## config.mk

```make
export PLATFORM = sky130hd
export DESIGN_NAME = exec_redirect_unit_flat
export DESIGN_NICKNAME = d
export VERILOG_FILES = /design/src/rtl/exec_redirect_unit_pkg.sv /design/src/rtl/exec_redirect_unit_if.sv /design/src/rtl/exec_redirect_unit_branch_cond_eval.sv /design/src/rtl/exec_redirect_unit.sv /design/src/flat_wrapper.sv
export SDC_FILE = /design/constraint.sdc
export NUM_CORES = 1
export LEC_CHECK = 0
export BUFFER_PORTS_ARGS = -buffer_cell sky130_fd_sc_hd__buf_2
export CAP_MARGIN = 10
export CORE_MARGIN = 1
export CORE_UTILIZATION = 30
export CTS_CLUSTER_SIZE = 16
export DETAILED_ROUTE_END_ITERATION = 10
export GPL_TIMING_DRIVEN = 0
export SLEW_MARGIN = 20
export SYNTH_ARGS = -nofsm -noshare
export SYNTH_HDL_FRONTEND = slang
export SYNTH_SLANG_ARGS = --single-unit
```

## constraint.sdc

```tcl
create_clock -name clk -period 5.25 [get_ports clk]
set_input_delay 0.7875 -clock clk [delete_from_list [all_inputs] [get_ports clk]]
set_output_delay 0.7875 -clock clk [all_outputs]
set_load 0.005 [all_outputs]
```

## src/rtl/exec_redirect_unit_pkg.sv

```systemverilog
// Shared control-flow definitions for decode and execute: instruction kinds,
// branch condition codes and the sequential PC step.
package exec_redirect_unit_pkg;

  typedef enum logic [1:0] {
    KIND_NONE   = 2'd0,
    KIND_BRANCH = 2'd1,
    KIND_JAL    = 2'd2,
    KIND_RSVD   = 2'd3
  } kind_e;

  // Encoding matches the decoder; codes 8..15 are undefined and never taken.
  typedef enum logic [3:0] {
    COND_F   = 4'd0,
    COND_EQ  = 4'd1,
    COND_LT  = 4'd2,
    COND_LTE = 4'd3,
    COND_T   = 4'd4,
    COND_NE  = 4'd5,
    COND_GTE = 4'd6,
    COND_GT  = 4'd7
  } cond_e;

  localparam int INSTR_BYTES = 4;
  localparam int SQ_CNT_W    = 3;

  typedef enum logic {
    ST_IDLE   = 1'b0,
    ST_SQUASH = 1'b1
  } redir_state_e;

endpackage

```

## src/rtl/exec_redirect_unit_if.sv

```systemverilog
// Decode-to-execute control-flow bundle plus the redirect/link/stats results.
interface exec_redirect_unit_if #(parameter int DBITS = 32);
  logic             in_valid;
  logic [1:0]       in_kind;
  logic [3:0]       in_cond;
  logic [DBITS-1:0] in_pc;
  logic [DBITS-1:0] in_rs1;
  logic [DBITS-1:0] in_rs2;
  logic [DBITS-1:0] in_imm;
  logic             redirect_valid;
  logic [DBITS-1:0] redirect_pc;
  logic             link_we;
  logic [DBITS-1:0] link_value;
  logic             squash;
  logic [31:0]      branch_count;
  logic [31:0]      taken_count;

  modport master (
    output in_valid, in_kind, in_cond, in_pc, in_rs1, in_rs2, in_imm,
    input  redirect_valid, redirect_pc, link_we, link_value, squash,
           branch_count, taken_count
  );

  modport slave (
    input  in_valid, in_kind, in_cond, in_pc, in_rs1, in_rs2, in_imm,
    output redirect_valid, redirect_pc, link_we, link_value, squash,
           branch_count, taken_count
  );
endinterface

```

## src/rtl/exec_redirect_unit_branch_cond_eval.sv

```systemverilog
// Combinational signed branch-condition evaluator; also used by the decoder's
// static-prediction hook.
module branch_cond_eval
  import exec_redirect_unit_pkg::*;
#(
  parameter int DBITS = 32
) (
  input  logic [3:0]       cond,
  input  logic [DBITS-1:0] rs1,
  input  logic [DBITS-1:0] rs2,
  output logic             taken
);
  logic eq, lt;

  assign eq = (rs1 == rs2);
  assign lt = ($signed(rs1) < $signed(rs2));

  always_comb begin
    taken = 1'b0;
    case (cond)
      COND_F:   taken = 1'b0;
      COND_EQ:  taken = eq;
      COND_LT:  taken = lt;
      COND_LTE: taken = lt | eq;
      COND_T:   taken = 1'b1;
      COND_NE:  taken = ~eq;
      COND_GTE: taken = ~lt;
      COND_GT:  taken = ~(lt | eq);
      default:  taken = 1'b0;
    endcase
  end
endmodule

```

## src/rtl/exec_redirect_unit.sv

```systemverilog
// Execute-stage redirect resolver: registered fetch redirect, JAL link write and
// wrong-path squash FSM. Define BRANCH_STATS_EN to build the branch/taken counters.
module exec_redirect_unit
  import exec_redirect_unit_pkg::*;
#(
  parameter int DBITS        = 32,
  parameter int START_PC     = 64,
  parameter int SQUASH_SLOTS = 2
) (
  input logic               clk,
  input logic               reset,
  exec_redirect_unit_if.slave bus
);
  redir_state_e        state;
  logic [SQ_CNT_W-1:0] sqCnt;
  logic                redirectValid, linkWe, squash;
  logic [DBITS-1:0]    redirectPc, linkValue;

  logic             condTaken, isBranch, isJal, accept, brTaken, jalGo, redirect;
  logic [DBITS-1:0] seqPc, immOff, brTarget, jalTarget;

  branch_cond_eval #(.DBITS(DBITS)) uCond (
    .cond  (bus.in_cond),
    .rs1   (bus.in_rs1),
    .rs2   (bus.in_rs2),
    .taken (condTaken)
  );

  assign isBranch  = (bus.in_kind == KIND_BRANCH);
  assign isJal     = (bus.in_kind == KIND_JAL);
  assign accept    = bus.in_valid && (state == ST_IDLE);
  assign brTaken   = accept && isBranch && condTaken;
  assign jalGo     = accept && isJal;
  assign redirect  = brTaken || jalGo;

  // Immediate is in words; all target math wraps at 2^DBITS.
  assign seqPc     = bus.in_pc + DBITS'(INSTR_BYTES);
  assign immOff    = bus.in_imm << 2;
  assign brTarget  = seqPc + immOff;
  assign jalTarget = bus.in_rs1 + immOff;

  always_ff @(posedge clk or posedge reset) begin
    if (reset) begin
      state         <= ST_IDLE;
      sqCnt         <= '0;
      redirectValid <= 1'b0;
      redirectPc    <= DBITS'(START_PC);
      linkWe        <= 1'b0;
      linkValue     <= '0;
      squash        <= 1'b0;
    end else begin
      redirectValid <= 1'b0;
      linkWe        <= 1'b0;
      case (state)
        ST_IDLE: begin
          if (redirect) begin
            redirectValid <= 1'b1;
            redirectPc    <= jalGo ? jalTarget : brTarget;
            state         <= ST_SQUASH;
            sqCnt         <= SQ_CNT_W'(SQUASH_SLOTS);
            squash        <= 1'b1;
          end
          if (jalGo) begin
            linkWe    <= 1'b1;
            linkValue <= seqPc;
          end
        end
        ST_SQUASH: begin
          // Leaving on count 1 keeps squash high for exactly SQUASH_SLOTS cycles.
          if (sqCnt == SQ_CNT_W'(1)) begin
            state  <= ST_IDLE;
            sqCnt  <= '0;
            squash <= 1'b0;
          end else begin
            sqCnt <= sqCnt - SQ_CNT_W'(1);
          end
        end
        default: begin
          state  <= ST_IDLE;
          sqCnt  <= '0;
          squash <= 1'b0;
        end
      endcase
    end
  end

`ifdef BRANCH_STATS_EN
  logic [31:0] branchCount, takenCount;

  always_ff @(posedge clk or posedge reset) begin
    if (reset) begin
      branchCount <= '0;
      takenCount  <= '0;
    end else begin
      if (accept && isBranch) branchCount <= branchCount + 32'd1;
      if (redirect)           takenCount  <= takenCount + 32'd1;
    end
  end

  assign bus.branch_count = branchCount;
  assign bus.taken_count  = takenCount;
`else
  assign bus.branch_count = '0;
  assign bus.taken_count  = '0;
`endif

  assign bus.redirect_valid = redirectValid;
  assign bus.redirect_pc    = redirectPc;
  assign bus.link_we        = linkWe;
  assign bus.link_value     = linkValue;
  assign bus.squash         = squash;
endmodule

```

## src/flat_wrapper.sv

```systemverilog
// flat-port wrapper written by rule: the top's interface ports become plain ports
module exec_redirect_unit_flat import exec_redirect_unit_pkg::*;
#(
  parameter int DBITS        = 32,
  parameter int START_PC     = 64,
  parameter int SQUASH_SLOTS = 2
)
  (clk, reset, bus_in_valid, bus_in_kind, bus_in_cond, bus_in_pc, bus_in_rs1, bus_in_rs2, bus_in_imm, bus_redirect_valid, bus_redirect_pc, bus_link_we, bus_link_value, bus_squash, bus_branch_count, bus_taken_count);
  exec_redirect_unit_if #(.DBITS(DBITS)) bus_i ();
  input logic clk;
  input logic reset;
  input wire logic [$bits(bus_i.in_valid)-1:0] bus_in_valid;
  input wire logic [$bits(bus_i.in_kind)-1:0] bus_in_kind;
  input wire logic [$bits(bus_i.in_cond)-1:0] bus_in_cond;
  input wire logic [$bits(bus_i.in_pc)-1:0] bus_in_pc;
  input wire logic [$bits(bus_i.in_rs1)-1:0] bus_in_rs1;
  input wire logic [$bits(bus_i.in_rs2)-1:0] bus_in_rs2;
  input wire logic [$bits(bus_i.in_imm)-1:0] bus_in_imm;
  output wire logic [$bits(bus_i.redirect_valid)-1:0] bus_redirect_valid;
  output wire logic [$bits(bus_i.redirect_pc)-1:0] bus_redirect_pc;
  output wire logic [$bits(bus_i.link_we)-1:0] bus_link_we;
  output wire logic [$bits(bus_i.link_value)-1:0] bus_link_value;
  output wire logic [$bits(bus_i.squash)-1:0] bus_squash;
  output wire logic [$bits(bus_i.branch_count)-1:0] bus_branch_count;
  output wire logic [$bits(bus_i.taken_count)-1:0] bus_taken_count;
  assign bus_i.in_valid = bus_in_valid;
  assign bus_i.in_kind = bus_in_kind;
  assign bus_i.in_cond = bus_in_cond;
  assign bus_i.in_pc = bus_in_pc;
  assign bus_i.in_rs1 = bus_in_rs1;
  assign bus_i.in_rs2 = bus_in_rs2;
  assign bus_i.in_imm = bus_in_imm;
  assign bus_redirect_valid = bus_i.redirect_valid;
  assign bus_redirect_pc = bus_i.redirect_pc;
  assign bus_link_we = bus_i.link_we;
  assign bus_link_value = bus_i.link_value;
  assign bus_squash = bus_i.squash;
  assign bus_branch_count = bus_i.branch_count;
  assign bus_taken_count = bus_i.taken_count;
  exec_redirect_unit #(.DBITS(DBITS), .START_PC(START_PC), .SQUASH_SLOTS(SQUASH_SLOTS)) u_core (.clk(clk), .reset(reset), .bus(bus_i));
endmodule
```

==> run_results.csv <==
group,metric,value,unit
status,status,"finished, final reports clean",
final_layout,drive_above_1_share,32.3,%
cts,cts-root-buf,"clkbuf_16",
timing,fin_crit_sh,95.3,%
run,max_cap_viol_count,0,
timing,slew_headroom,52.4,%
synth,synth.area.mux_share,5.31,%
cts,clk_pin_slew,0.06,ns
synth,synth_ff_type,"dfrtp_1",
cts,htree_levels,3,
detailed_routing,drc,0,
synth,yosysMostFrequentCell,"nand2_1",
power_and_ir_drop,finalPower,2.73,mW
floorplan,coreArea,0.0197,mm^2
timing,max_freq,0.200,GHz
detailed_routing,wirelength,19800,um
final_layout,nNetsFinal,1198,
synth,synthAdderAreaFrac,13.5,%
final_layout,synthToLayoutAreaGrowth,31.3,%
synth,synth_compound_area_share,15.1,%
power_and_ir_drop,ir_worst_vdd,170,uV
timing,fin_crit,5.00,ns
timing,worst_slew_pin_slew,0.707,ns
synth,ys.warnings.count,0,
detailed_routing,drt_first_iter_violations,210,
grt,antenna_found_initial,2,
synth,netlist_area,0.00607,mm^2
synth,ys_top_cells_by_area,"dfrtp_1 (29%), ha_1 (13%), buf_4 (8.0%)",
power_and_ir_drop,p_per_area,342,mW/mm^2
detailed_routing,avgViaCountPerCell,4.56,
worst_setup_path,crit_path_start_kind,"input port",
floorplan,die_w,144,um
detailed_routing,wl_per_cell,15.6,um
synth,synth_xor_area_share,7.93,%
placed_design,dp_hpwl,16500,um
synth,async_reset_ff_share,100,%
worst_setup_path,crit_arrival,5.22,ns
worst_setup_path,crit_type,"in2reg",
timing,hold_viol_final,0,
synth,synth_top_area_share,28.8,%
timing,setup_viol,0,
worst_setup_path,endpoint_kind,"register",
worst_setup_path,crit_required,5.47,ns
cts,clock_latency,0.34,ns
timing,slew_viol_final,0,
cts,cts_tree,"done",
synth,ys_types,54,
timing,rsz0062_at_grt,"true",
power_and_ir_drop,leakagePower,4.26,nW
timing,setup_tns,0,ns
placed_design,port_buffers,201,
floorplan,start_util,30.9,%
cts,postCtsHoldBufs,0,
detailed_routing,vias,5783,
cts,post_cts_buffers,0,
synth,synth_commonest_cells,"nand2_1 (72), dfrtp_1 (70), buf_4 (65)",
grt,grt_pass1_wl,29400,um
placed_design,dpl_cell_area,0.00767,mm^2
cts,cts_buffers,9,
synth,ys_seq_elements,71,
cts,cts.sinks,71,
placed_design,gp_congestion,0.857,
final_layout,utilization,40.6,%
detailed_routing,ant_nets,0,
synth,synth_top_area_cell,"dfrtp_1",
floorplan,die_y,144,um
worst_setup_path,crit_fanout,10,
cts,cts_max_path_buffers,2,
worst_hold_path,holdCritPathClass,"reg2reg",
synth,synthSimpleGateAreaFrac,16.5,%
grt,grt_pass1_vias,5427,
synth,synth_top_family_by_area,"simple AND/OR/NAND/NOR gates",
floorplan,placementRows,51,
synth,synth_edf_count,0,
synth,syn_avg_cell_area,8.44,um^2
grt,gr-total-overflow,0,
synth,seq_area_frac_synth,29.3,%
detailed_routing,drtPass1Iterations,5,
final_layout,final_area,0.00798,mm^2
grt,grt_max_degree,40,
floorplan,die_area,0.0208,mm^2
grt,grt_usage,19.1,%
floorplan,pin_count,268,
timing,finClkSkew,0.00561,ns
synth,syn_inst,720,
-- cell families (layout without fill, tap and decap cells) --
group	count (synthesis)	after routing
simple gates	212	212
compound gates	159	159
buf+inv	130	348
flops	71	71
fa+ha+maj	65	65
xor+xnor	55	55
mux	27	27
other cells	1	66
-- critical path, cell delays in order --
cell and delay (ns):
buf_2 0.10, nor2b_1 0.14, nand3b_1 0.25, clkbuf_1 0.48, clkbuf_1 0.56, a21oi_1 0.18
ha_1 0.42, a2111oi_0 0.48, o211a_1 0.26, nor2_1 0.10, a21o_1 0.24, a211oi_1 0.49
nor2b_1 0.29, o21bai_1 0.12, xnor2_1 0.21, o21ai_0 0.10
-- final timing paths --
check | slack, ns | start | end | cells after the start
min in group asynchronous | 0.50 | reset | u_core.bus.redirect_pc[2] | 2
max in group asynchronous | 4.15 | reset | u_core.bus.redirect_pc[24] | 3
hold reg to reg | 0.47 | u_core.bus.link_value[22] | u_core.bus.link_value[22] | 2
hold / removal | 0.47 | u_core.bus.link_value[22] | u_core.bus.link_value[22] | 2
setup reg to reg | 0.38 | u_core.state | u_core.bus.redirect_pc[26] | 15
setup / recovery | 0.25 | bus_in_valid | u_core.bus.redirect_pc[26] | 16
-- area by class of cell --
| type | count | area (um^2) |
|---|---|---|
| Fill cell | 2072 | 11700 |
| Multi-Input combinational cell | 582 | 3780 |
| Sequential cell | 71 | 1780 |
| Timing Repair Buffer | 202 | 1030 |
| Buffer | 83 | 574 |
| Tap cell | 265 | 332 |
| Clock buffer | 14 | 284 |
| Inverter | 47 | 179 |
| Clock inverter | 2 | 12.5 |
| Antenna cell | 2 | 5.00 |
-- flip-flops by register name (all words and copies together), names as in the netlist --
name	cells
u_core.bus.link_value	32
u_core.bus.link_we	1
u_core.bus.redirect_pc	32
u_core.bus.redirect_valid	1
u_core.bus.squash	1
u_core.sqCnt	3
u_core.state	1
-- power breakdown --
group          internal (mW)  switching (mW)
Combinational          0.576           0.581
Clock                  0.371           0.243
Sequential             0.810           0.144
-- routing by layer --
metal  share of wire (%)  wire length [um]  vias up  track usage [%]
met5                   0                 0        -                0
met4                 1.5               291        0             6.26
met3                 6.1              1200       22             3.11
met2                  46              9020      215             31.1
met1                  47              9280     2620             25.4
li1                    -                 -     2926                -
-- through the flow --
step	setup slack (ns)	instances	hold slack [ns]
finish	0.246	1268	0.471
global route	-0.0258	1267	0.508
CTS	0.0187	1266	0.476
detailed placement	-0.617	1250	0.464
global placement	-0.638	1249	0.456
floorplan	1.06	783	0.470
-- cells in the final DEF, fill, tap and decap left out, types with 5 or more instances in the layout --
| cell type | n |
|---|---|
| nand4_1 | 11 |
| nand2_1 | 72 |
| o21bai_1 | 5 |
| xnor2_1 | 36 |
| dfrtp_1 | 70 |
| xor2_1 | 19 |
| buf_4 | 65 |
| nor2_1 | 51 |
| mux2_2 | 18 |
| conb_1 | 64 |
| a21oi_1 | 64 |
| nor2b_1 | 5 |
| clkbuf_1 | 14 |
| nand3_1 | 33 |
| clkbuf_16 | 9 |
| buf_2 | 202 |
| o21ai_0 | 51 |
| nor3_1 | 5 |
| inv_1 | 45 |
| and3_1 | 15 |
| mux2_4 | 6 |
| a21o_1 | 10 |
| ha_1 | 64 |
-- repair_timing --
item,4_1_cts,5_1_grt
resized for setup,1,3
endpoints found under the setup margin,3,6
endpoints found under the hold margin,0,0
Note: power is estimated with default switching activity, not from simulation.
